`config.mk`:
```
export PLATFORM = sky130hd
export DESIGN_NAME = polymul_scheduler
export DESIGN_NICKNAME = d
export VERILOG_FILES = /design/src/rtl/polymul_pkg.sv /design/src/rtl/polymul_scheduler_rr_arbiter.sv /design/src/rtl/polymul_scheduler.sv
export SDC_FILE = /design/constraint.sdc
export NUM_CORES = 1
export LEC_CHECK = 0
export CAP_MARGIN = 25
export CELL_PAD_IN_SITES_DETAIL_PLACEMENT = 2
export CELL_PAD_IN_SITES_GLOBAL_PLACEMENT = 2
export CORE_MARGIN = 1
export CORE_UTILIZATION = 23
export CTS_CLUSTER_SIZE = 24
export DETAILED_ROUTE_END_ITERATION = 10
export MAX_ROUTING_LAYER = met4
export PLACE_DENSITY_LB_ADDON = 0.1
export SLEW_MARGIN = 0
export SYNTH_ARGS = -nofsm -noshare
export SYNTH_HDL_FRONTEND = slang
export SYNTH_SLANG_ARGS = --single-unit
```
`constraint.sdc`:
```
create_clock -name clk -period 1.9 [get_ports clk]
set_clock_uncertainty 0.1 [all_clocks]
set_input_delay 0.38 -clock clk [delete_from_list [all_inputs] [get_ports clk]]
set_output_delay 0.38 -clock clk [all_outputs]
set_load 0.02 [all_outputs]
```
`src/rtl/polymul_pkg.sv`:
```
// Shared constants and FSM state type for the polynomial-multiplier job scheduler.
package polymul_pkg;

  localparam int N_COEF         = 4;
  localparam int COEF_W         = 4;
  localparam int POLY_W         = N_COEF * COEF_W;
  localparam int TIMEOUT_CYCLES = 16;

  typedef enum logic [1:0] {
    S_IDLE  = 2'd0,
    S_ISSUE = 2'd1,
    S_WAIT  = 2'd2,
    S_RESP  = 2'd3
  } state_e;

endpackage

```
`src/rtl/polymul_scheduler_rr_arbiter.sv`:
```
// Combinational round-robin arbiter: searches from last_grant+1 upward with wrap,
// returning a one-hot grant and its index.
module rr_arbiter #(
  parameter int N_REQ = 2,
  parameter int IDX_W = 1
) (
  input  logic [N_REQ-1:0] i_req_valid,
  input  logic [IDX_W-1:0] i_last_grant,
  output logic [N_REQ-1:0] o_grant,
  output logic [IDX_W-1:0] o_grant_idx
);

  logic             w_found;
  logic [IDX_W-1:0] w_cand;

  always_comb begin
    o_grant     = '0;
    o_grant_idx = '0;
    w_found     = 1'b0;
    w_cand      = '0;
    for (int k = 1; k <= N_REQ; k++) begin
      w_cand = IDX_W'((int'(i_last_grant) + k) % N_REQ);
      if (!w_found && i_req_valid[w_cand]) begin
        w_found         = 1'b1;
        o_grant[w_cand] = 1'b1;
        o_grant_idx     = w_cand;
      end
    end
  end

endmodule

```
`src/rtl/polymul_scheduler.sv`:
```
// Round-robin scheduler sharing one polynomial multiplier between N_REQ requesters.
// Optional WAIT watchdog enabled by defining POLYMUL_SCHED_TIMEOUT_EN.
module polymul_scheduler #(
  parameter int N_REQ          = 2,
  parameter int N_COEF         = polymul_pkg::N_COEF,
  parameter int COEF_W         = polymul_pkg::COEF_W,
  parameter int TIMEOUT_CYCLES = polymul_pkg::TIMEOUT_CYCLES
) (
  input  logic                             clk,
  input  logic                             reset,
  input  logic [N_REQ-1:0]                 req_valid,
  output logic [N_REQ-1:0]                 req_ready,
  input  logic [N_REQ*N_COEF*COEF_W-1:0]   req_a,
  input  logic [N_REQ*N_COEF*COEF_W-1:0]   req_b,
  output logic [N_REQ-1:0]                 rsp_valid,
  input  logic [N_REQ-1:0]                 rsp_ready,
  output logic [N_COEF*COEF_W-1:0]         rsp_data,
  output logic                             rsp_err,
  output logic                             mul_start,
  output logic [N_COEF*COEF_W-1:0]         mul_a,
  output logic [N_COEF*COEF_W-1:0]         mul_b,
  input  logic                             mul_done,
  input  logic [N_COEF*COEF_W-1:0]         mul_result,
  output logic                             busy,
  output logic [7:0]                       job_count
);

  import polymul_pkg::*;

  localparam int PW    = N_COEF * COEF_W;
  localparam int IDX_W = (N_REQ > 1) ? $clog2(N_REQ) : 1;

  if (N_REQ < 2 || N_REQ > 4 || TIMEOUT_CYCLES < 1 || TIMEOUT_CYCLES > 255) begin : g_param_check
    $error("polymul_scheduler: parameter out of supported range");
  end

  state_e           r_state;
  logic [IDX_W-1:0] r_last_grant;
  logic [IDX_W-1:0] r_owner;
  logic [PW-1:0]    r_a;
  logic [PW-1:0]    r_b;
  logic [PW-1:0]    r_rsp_data;
  logic [N_REQ-1:0] r_rsp_valid;
  logic             r_mul_start;
  logic             r_busy;
  logic [7:0]       r_job_count;

  logic [N_REQ-1:0] w_grant;
  logic [IDX_W-1:0] w_grant_idx;
  logic             w_req_hs;
  logic             w_rsp_hs;

  rr_arbiter #(
    .N_REQ (N_REQ),
    .IDX_W (IDX_W)
  ) u_arb (
    .i_req_valid  (req_valid),
    .i_last_grant (r_last_grant),
    .o_grant      (w_grant),
    .o_grant_idx  (w_grant_idx)
  );

  // Grant is offered only in IDLE and never while reset is held, so nothing is accepted during reset.
  assign req_ready = (r_state == S_IDLE && reset) ? w_grant : '0;
  assign w_req_hs  = |(req_valid & req_ready);
  assign w_rsp_hs  = (r_state == S_RESP) && rsp_ready[r_owner];

`ifdef POLYMUL_SCHED_TIMEOUT_EN
  logic [7:0] r_timer;
  logic       r_rsp_err;
  logic       w_timeout;

  assign w_timeout = (r_timer == 8'(TIMEOUT_CYCLES - 1));
  assign rsp_err   = r_rsp_err;
`else
  assign rsp_err   = 1'b0;
`endif

  always_ff @(posedge clk or negedge reset) begin
    if (!reset) begin
      r_state      <= S_IDLE;
      r_last_grant <= IDX_W'(N_REQ - 1);
      r_owner      <= '0;
      r_a          <= '0;
      r_b          <= '0;
      r_rsp_data   <= '0;
      r_rsp_valid  <= '0;
      r_mul_start  <= 1'b0;
      r_busy       <= 1'b0;
      r_job_count  <= '0;
`ifdef POLYMUL_SCHED_TIMEOUT_EN
      r_timer      <= '0;
      r_rsp_err    <= 1'b0;
`endif
    end else begin
      r_mul_start <= 1'b0;
      case (r_state)
        S_IDLE: begin
          if (w_req_hs) begin
            r_a         <= PW'(req_a >> (PW * int'(w_grant_idx)));
            r_b         <= PW'(req_b >> (PW * int'(w_grant_idx)));
            r_owner     <= w_grant_idx;
            r_mul_start <= 1'b1;
            r_busy      <= 1'b1;
            r_state     <= S_ISSUE;
          end
        end
        S_ISSUE: begin
`ifdef POLYMUL_SCHED_TIMEOUT_EN
          r_timer <= '0;
`endif
          r_state <= S_WAIT;
        end
        S_WAIT: begin
          // A done strobe on the limit cycle still wins over the watchdog.
          if (mul_done) begin
            r_rsp_data  <= mul_result;
            r_rsp_valid <= N_REQ'(1) << r_owner;
            r_state     <= S_RESP;
`ifdef POLYMUL_SCHED_TIMEOUT_EN
            r_rsp_err   <= 1'b0;
          end else if (w_timeout) begin
            r_rsp_data  <= '0;
            r_rsp_err   <= 1'b1;
            r_rsp_valid <= N_REQ'(1) << r_owner;
            r_state     <= S_RESP;
`endif
          end
`ifdef POLYMUL_SCHED_TIMEOUT_EN
          r_timer <= r_timer + 8'd1;
`endif
        end
        S_RESP: begin
          if (w_rsp_hs) begin
            r_rsp_valid  <= '0;
            r_last_grant <= r_owner;
            r_job_count  <= r_job_count + 8'd1;
            r_busy       <= 1'b0;
            r_state      <= S_IDLE;
          end
        end
        default: r_state <= S_IDLE;
      endcase
    end
  end

  assign rsp_valid = r_rsp_valid;
  assign rsp_data  = r_rsp_data;
  assign mul_start = r_mul_start;
  assign mul_a     = r_a;
  assign mul_b     = r_b;
  assign busy      = r_busy;
  assign job_count = r_job_count;

endmodule

```
After elaboration in Yosys (flattened, before gate mapping)
Cells that the tools add are included.
- add/sub/neg operators: 3
- $lt $le $gt $ge: 5
- equal/unequal tests: 6
- shift-type cells: 3
- multiplexer cells: 27
- bitwise logic cells: 2
- reductions and logical operators: 16
- operators with widths (kind ; count):
    >> shifter 32 x 5 -> 16 bit ; 2
    2-to-1 mux 1 bit ; 15
    2-to-1 mux 2 bit ; 7
    AND reduction 3 bit ; 3
    adder 8 x 1 -> 8 bit (second input constant) ; 1
    case mux 2 bit (4 select lines) ; 1
    < comparator 1 x 2 -> 1 bit (second input constant) ; 3
    inequality test 2 bit (second input constant) ; 3
    AND reduction 2 bit ; 3
    logical AND 1 bit ; 5
    == test 2 bit (second input constant) ; 2
    case mux 2 bit (2 select lines) ; 1
    nonzero test 2 bit ; 2
    adder 1 bit (second input constant) ; 2
    AND 2 bit ; 1
    demux 1 bit (select 1 bit) ; 2
    == test 2 x 1 -> 1 bit (second input constant) ; 1
    >= comparator 1 bit (second input constant) ; 2
    logical NOT 2 bit ; 1
    bitwise OR 2 bit ; 1
    case mux 1 bit (2 select lines) ; 1
    OR reduction 2 bit ; 1
    left shift 1 x 1 -> 2 bit (first input constant) ; 1
    logical NOT 1 bit ; 1
- flip-flop bits (word level): 64
- input port bits: 87
- logic and storage cells: 72

Depth between registers and ports, before layout
Gate-level depths: netlist of the first run.
- word-level depth: 13
- gate-level depth with buffers: 7

Modules after synthesis
From an unflattened synthesis of the first run, not the netlist that was laid out.
- cell total of the unflattened synthesis: 255
- area total of the unflattened synthesis: 2921.6 um2
- by module, submodules not included (module ; instances ; cells an instance ; area an instance (um2) ; sequential area each (um2)):
    polymul_scheduler ; 1 ; 251 ; 2895.3 ; 1602.8
    rr_arbiter ; 1 ; 4 ; 26.3 ; 0.0

Least setup slack after synthesis of the first run
No wires, ideal clock.
- kind: reg2out
- start point: reg r_state[0]
- end point: out req_ready[0]
- data arrival time: 1182 ps
- data required time: 1420 ps
- setup slack: 238 ps
- stages on the path, launching flop included: 5
- path buffers: 0
- cell sequence: dfrtp_1 -> inv_1 -> ha_1 -> nand3_1 -> a21oi_1
- cells in the longest elaborated chain, start to end: 3
- RTL lines (what ; RTL line ; text):
    from (decl) ; polymul_scheduler.sv:37 ; state_e r_state;
    from (signal assigned) ; polymul_scheduler.sv:81 ; r_state <= S_IDLE;
    from (signal assigned) ; polymul_scheduler.sv:105 ; r_state <= S_ISSUE;
    from (signal assigned) ; polymul_scheduler.sv:112 ; r_state <= S_WAIT;
    logical NOT 2 bit ; polymul_scheduler.sv:64 ; assign req_ready = (r_state == S_IDLE && reset) ? w_grant : '0;
    logical AND 1 bit ; polymul_scheduler.sv:64 ;
    2-to-1 mux 2 bit ; polymul_scheduler.sv:64 ;
    to (decl) ; polymul_scheduler.sv:12 ; output logic [N_REQ-1:0] req_ready,
Every way passes these cells.

Worst setup path after layout of the first run
- start point: reg r_job_count[5] (netlist: job_count[5])
- end point: out job_count[5]
- RTL lines (what ; RTL line ; text):
    from (decl) ; polymul_scheduler.sv:46 ; logic [7:0] r_job_count;
    from (signal assigned) ; polymul_scheduler.sv:137 ; r_job_count <= r_job_count + 8'd1;
    to (decl) ; polymul_scheduler.sv:25 ; output logic [7:0] job_count
No word-level cell between the ends.

==> results of run 1 <==
-- cell usage after synthesis (all sizes together), types with 2 or more instances --
cell type,instances,area share
nand2,36,0.047
ha,5,0.022
mux2,20,0.078
clkbuf,6,0.0078
o21ai,34,0.059
buf,8,0.017
xor2,4,0.012
and3,2,0.0043
inv,7,0.0091
nor3,2,0.0035
nor2,3,0.0039
nand3,6,0.010
a22o,2,0.0065
a21oi,3,0.0052
xnor2,3,0.0091
dfrtp,63,0.54
mux2i,34,0.12
-- cell families (layout without fill, tap and decap cells) --
logic type,Yosys count,after routing,share of synthesized area
and+or+nand+nor,53,53,0.08038
AOI/OAI and AO/OA,45,45,0.09118
adders and majority gates,5,5,0.02161
buffers and inverters,21,194,0.03414
xor gates and xnor gates,7,7,0.02118
DFF,64,64,0.5536
other,1,1,0.001295
muxes,54,54,0.1966
-- path summary, 6_finish.rpt --
check,from,end,slack [ns],depth (start not counted)
hold / removal,reset,mul_a[8],0.22,3
setup reg to reg,r_state[0],r_state[1],0.06,6
min in group clk,reset,r_owner,0.35,3
max in group asynchronous,reset,rsp_data[15],0.47,3
setup / recovery,job_count[5],job_count[5],0.05,1
hold reg to reg,mul_b[10],mul_b[10],0.38,2
-- power by group --
| group | switching, uW | internal [uW] |
|---|---|---|
| sequential | 380 | 1990 |
| clock | 596 | 988 |
| combinational | 1820 | 1930 |
-- cell type report --
class | instances | area [sq um] | area share
Multi-Input combinational cell | 165 | 1229 | 0.2439
Sequential cell | 64 | 1603 | 0.3181
Clock buffer | 14 | 274.0 | 0.05438
Inverter | 7 | 26.28 | 0.005215
Timing Repair Buffer | 171 | 1684 | 0.3342
Tap cell | 168 | 210.2 | 0.04172
Clock inverter | 2 | 12.51 | 0.002483
-- metal layers --
layer / track usage / wire length, um / vias up / share of wire
li1: - / - / 1197 / -
met1: 0.1866 / 4140 / 1266 / 0.44
met2: 0.2376 / 4398 / 100 / 0.46
met3: 0.05453 / 756 / 13 / 0.080
met4: 0.07013 / 169 / 0 / 0.018
met5: - / 0 / - / 0
-- registers in the layout, summed over array words and instances, names as in the netlist --
register,count
r_owner,1
job_count,8
r_state,2
r_last_grant,1
busy,1
rsp_data,16
rsp_valid,2
mul_a,16
mul_b,16
mul_start,1
-- what timing repair did --
| item | 4_1_cts | 5_1_grt |
|---|---|---|
| gates resized for setup | 14 | 8 |
| pin swaps | 0 | 1 |
| endpoints found under the setup margin | 6 | 3 |
| hold buffers | 1 | 0 |
| endpoints found under the hold margin | 17 | 0 |
-- stage by stage --
stage               instances  worst slack (ns)  hold slack [ns]
detailed placement        574           -0.4331           0.2904
global route              591          0.002323           0.2692
global placement          574           -0.4097           0.2895
CTS                       591         -0.002938           0.2354
floorplan                 250            0.2383         -0.01559
finish                    591           0.05471           0.2171
==> flow_summary.yaml, run 1 <==
pwr:
  power.total_uw: 7703
  ir_worst_vdd_mv: 0.7422
  leakagePower_uw: 0.002224
  p_per_area_nw_per_um2: 1529
sta:
  period_share: 0.9712
  fin_crit_ns: 1.845
  slew_viol_final: 0
  clock.fmax_ghz: 0.5419
  slew_headroom: 0.4517
  rsz0062_at_grt: "no"
  setup-tns-final_ns: 0
  hold_viol_final: 0
  setup_violations: 0
  tightest_slew_ns: 0.8198
layout:
  area.growth.synth_to_final_pct: 74.03
  drive_gt1_frac: 0.1655
  num-fill-cells: 1302
  final_common_cell: "clkdlybuf4s50_1"
  fin_util: 0.4143
  final_nets: 510
  design_area_sq_um: 5039
  diodes: 0
  mostFrequentLayoutCells: "clkdlybuf4s50_1 (141), dfrtp_1 (63), nand2_1 (36), o21ai_0 (34), mux2i_1 (33)"
cts:
  cts_num_sinks: 64
  clk_pin_slew_ns: 0.05
  cts_tree: "yes"
  post_cts_buffers: 0
  root_buffer: "clkbuf_16"
  htree_num_levels: 3
  clock_path_buffers: 2
  clk_latency_ns: 0.33
  cts_buffers: 9
global_route:
  antenna_found_initial: 0
  globalRouteOverflowTotal: 0
  grt_max_degree: 55
  grt_pass1_wl_um: 14660
  grt_usage: 0.1563
  grt_pass1_vias: 2877
floorplanning:
  rows: 40
  dieArea_sq_um: 13040
  coreArea_sq_um: 12160
  io-pin-count: 150
  die_h_um: 114.2
  dieWidth_um: 114.2
  initial_core_util: 0.2381
yosys:
  synth_edf_count: 0
  syn_area_sq_um: 2895
  ys_seq_elements: 64
  async_reset_ff_frac: 1.000
  synth_warnings: 0
  synth_area_per_cell_sq_um: 11.58
  syn_nets: 342
  ys_types: 33
  ys_seq_area_frac: 0.5536
  synth_cells: 250
  synth_ff_type: "dfrtp_1"
placement:
  placed_area_sq_um: 4713
  routabilityCongestion: 0.6952
  hpwl_um: 6894
  port_buffers: 148
route:
  drt_iter0_drc: 65
  vias: 2576
  drt-total-wl_um: 9464
  drc: 0
  final_antenna_net_count: 0
  viasPerCell: 4.359
  wl_per_cell_um: 16.01
  dr.pass1.iters: 4
job:
  drv_cap: 0
critical_path:
  arrival_ns: 1.37
  crit_chain: "clkdlybuf4s50_1"
  critical_path.top_delay_family: "buffers and inverters"
  cp-end-kind: "primary output"
  startpoint_type: "flip-flop"
  crit_path_max_incr_delay_ns: 0.63
  slowest_stage: "clkdlybuf4s50_1"
  crit_buf_inv: 1
  path_class: "flip-flop to primary output"
  cp_max_fo: 4
  critPathRequiredTime_ns: 1.42
status:
  status: "finished clean"
min_path:
  min_path_type: "input pin to asynchronous set/reset pin"
(Power assumes the default switching activity.)
==> run 2: changes to the inputs <==
Settings changed: CTS_CLUSTER_SIZE 24 to 30, TNS_END_PERCENT set to 100.
==> results of run 2 <==
The final DEF is identical to that of run 1; final timing and power are the same.
==> run 3: changes to the inputs <==
Settings changed: CAP_MARGIN 25 to not set.
==> results of run 3 <==
The final DEF is identical to that of run 1; final timing and power are the same.
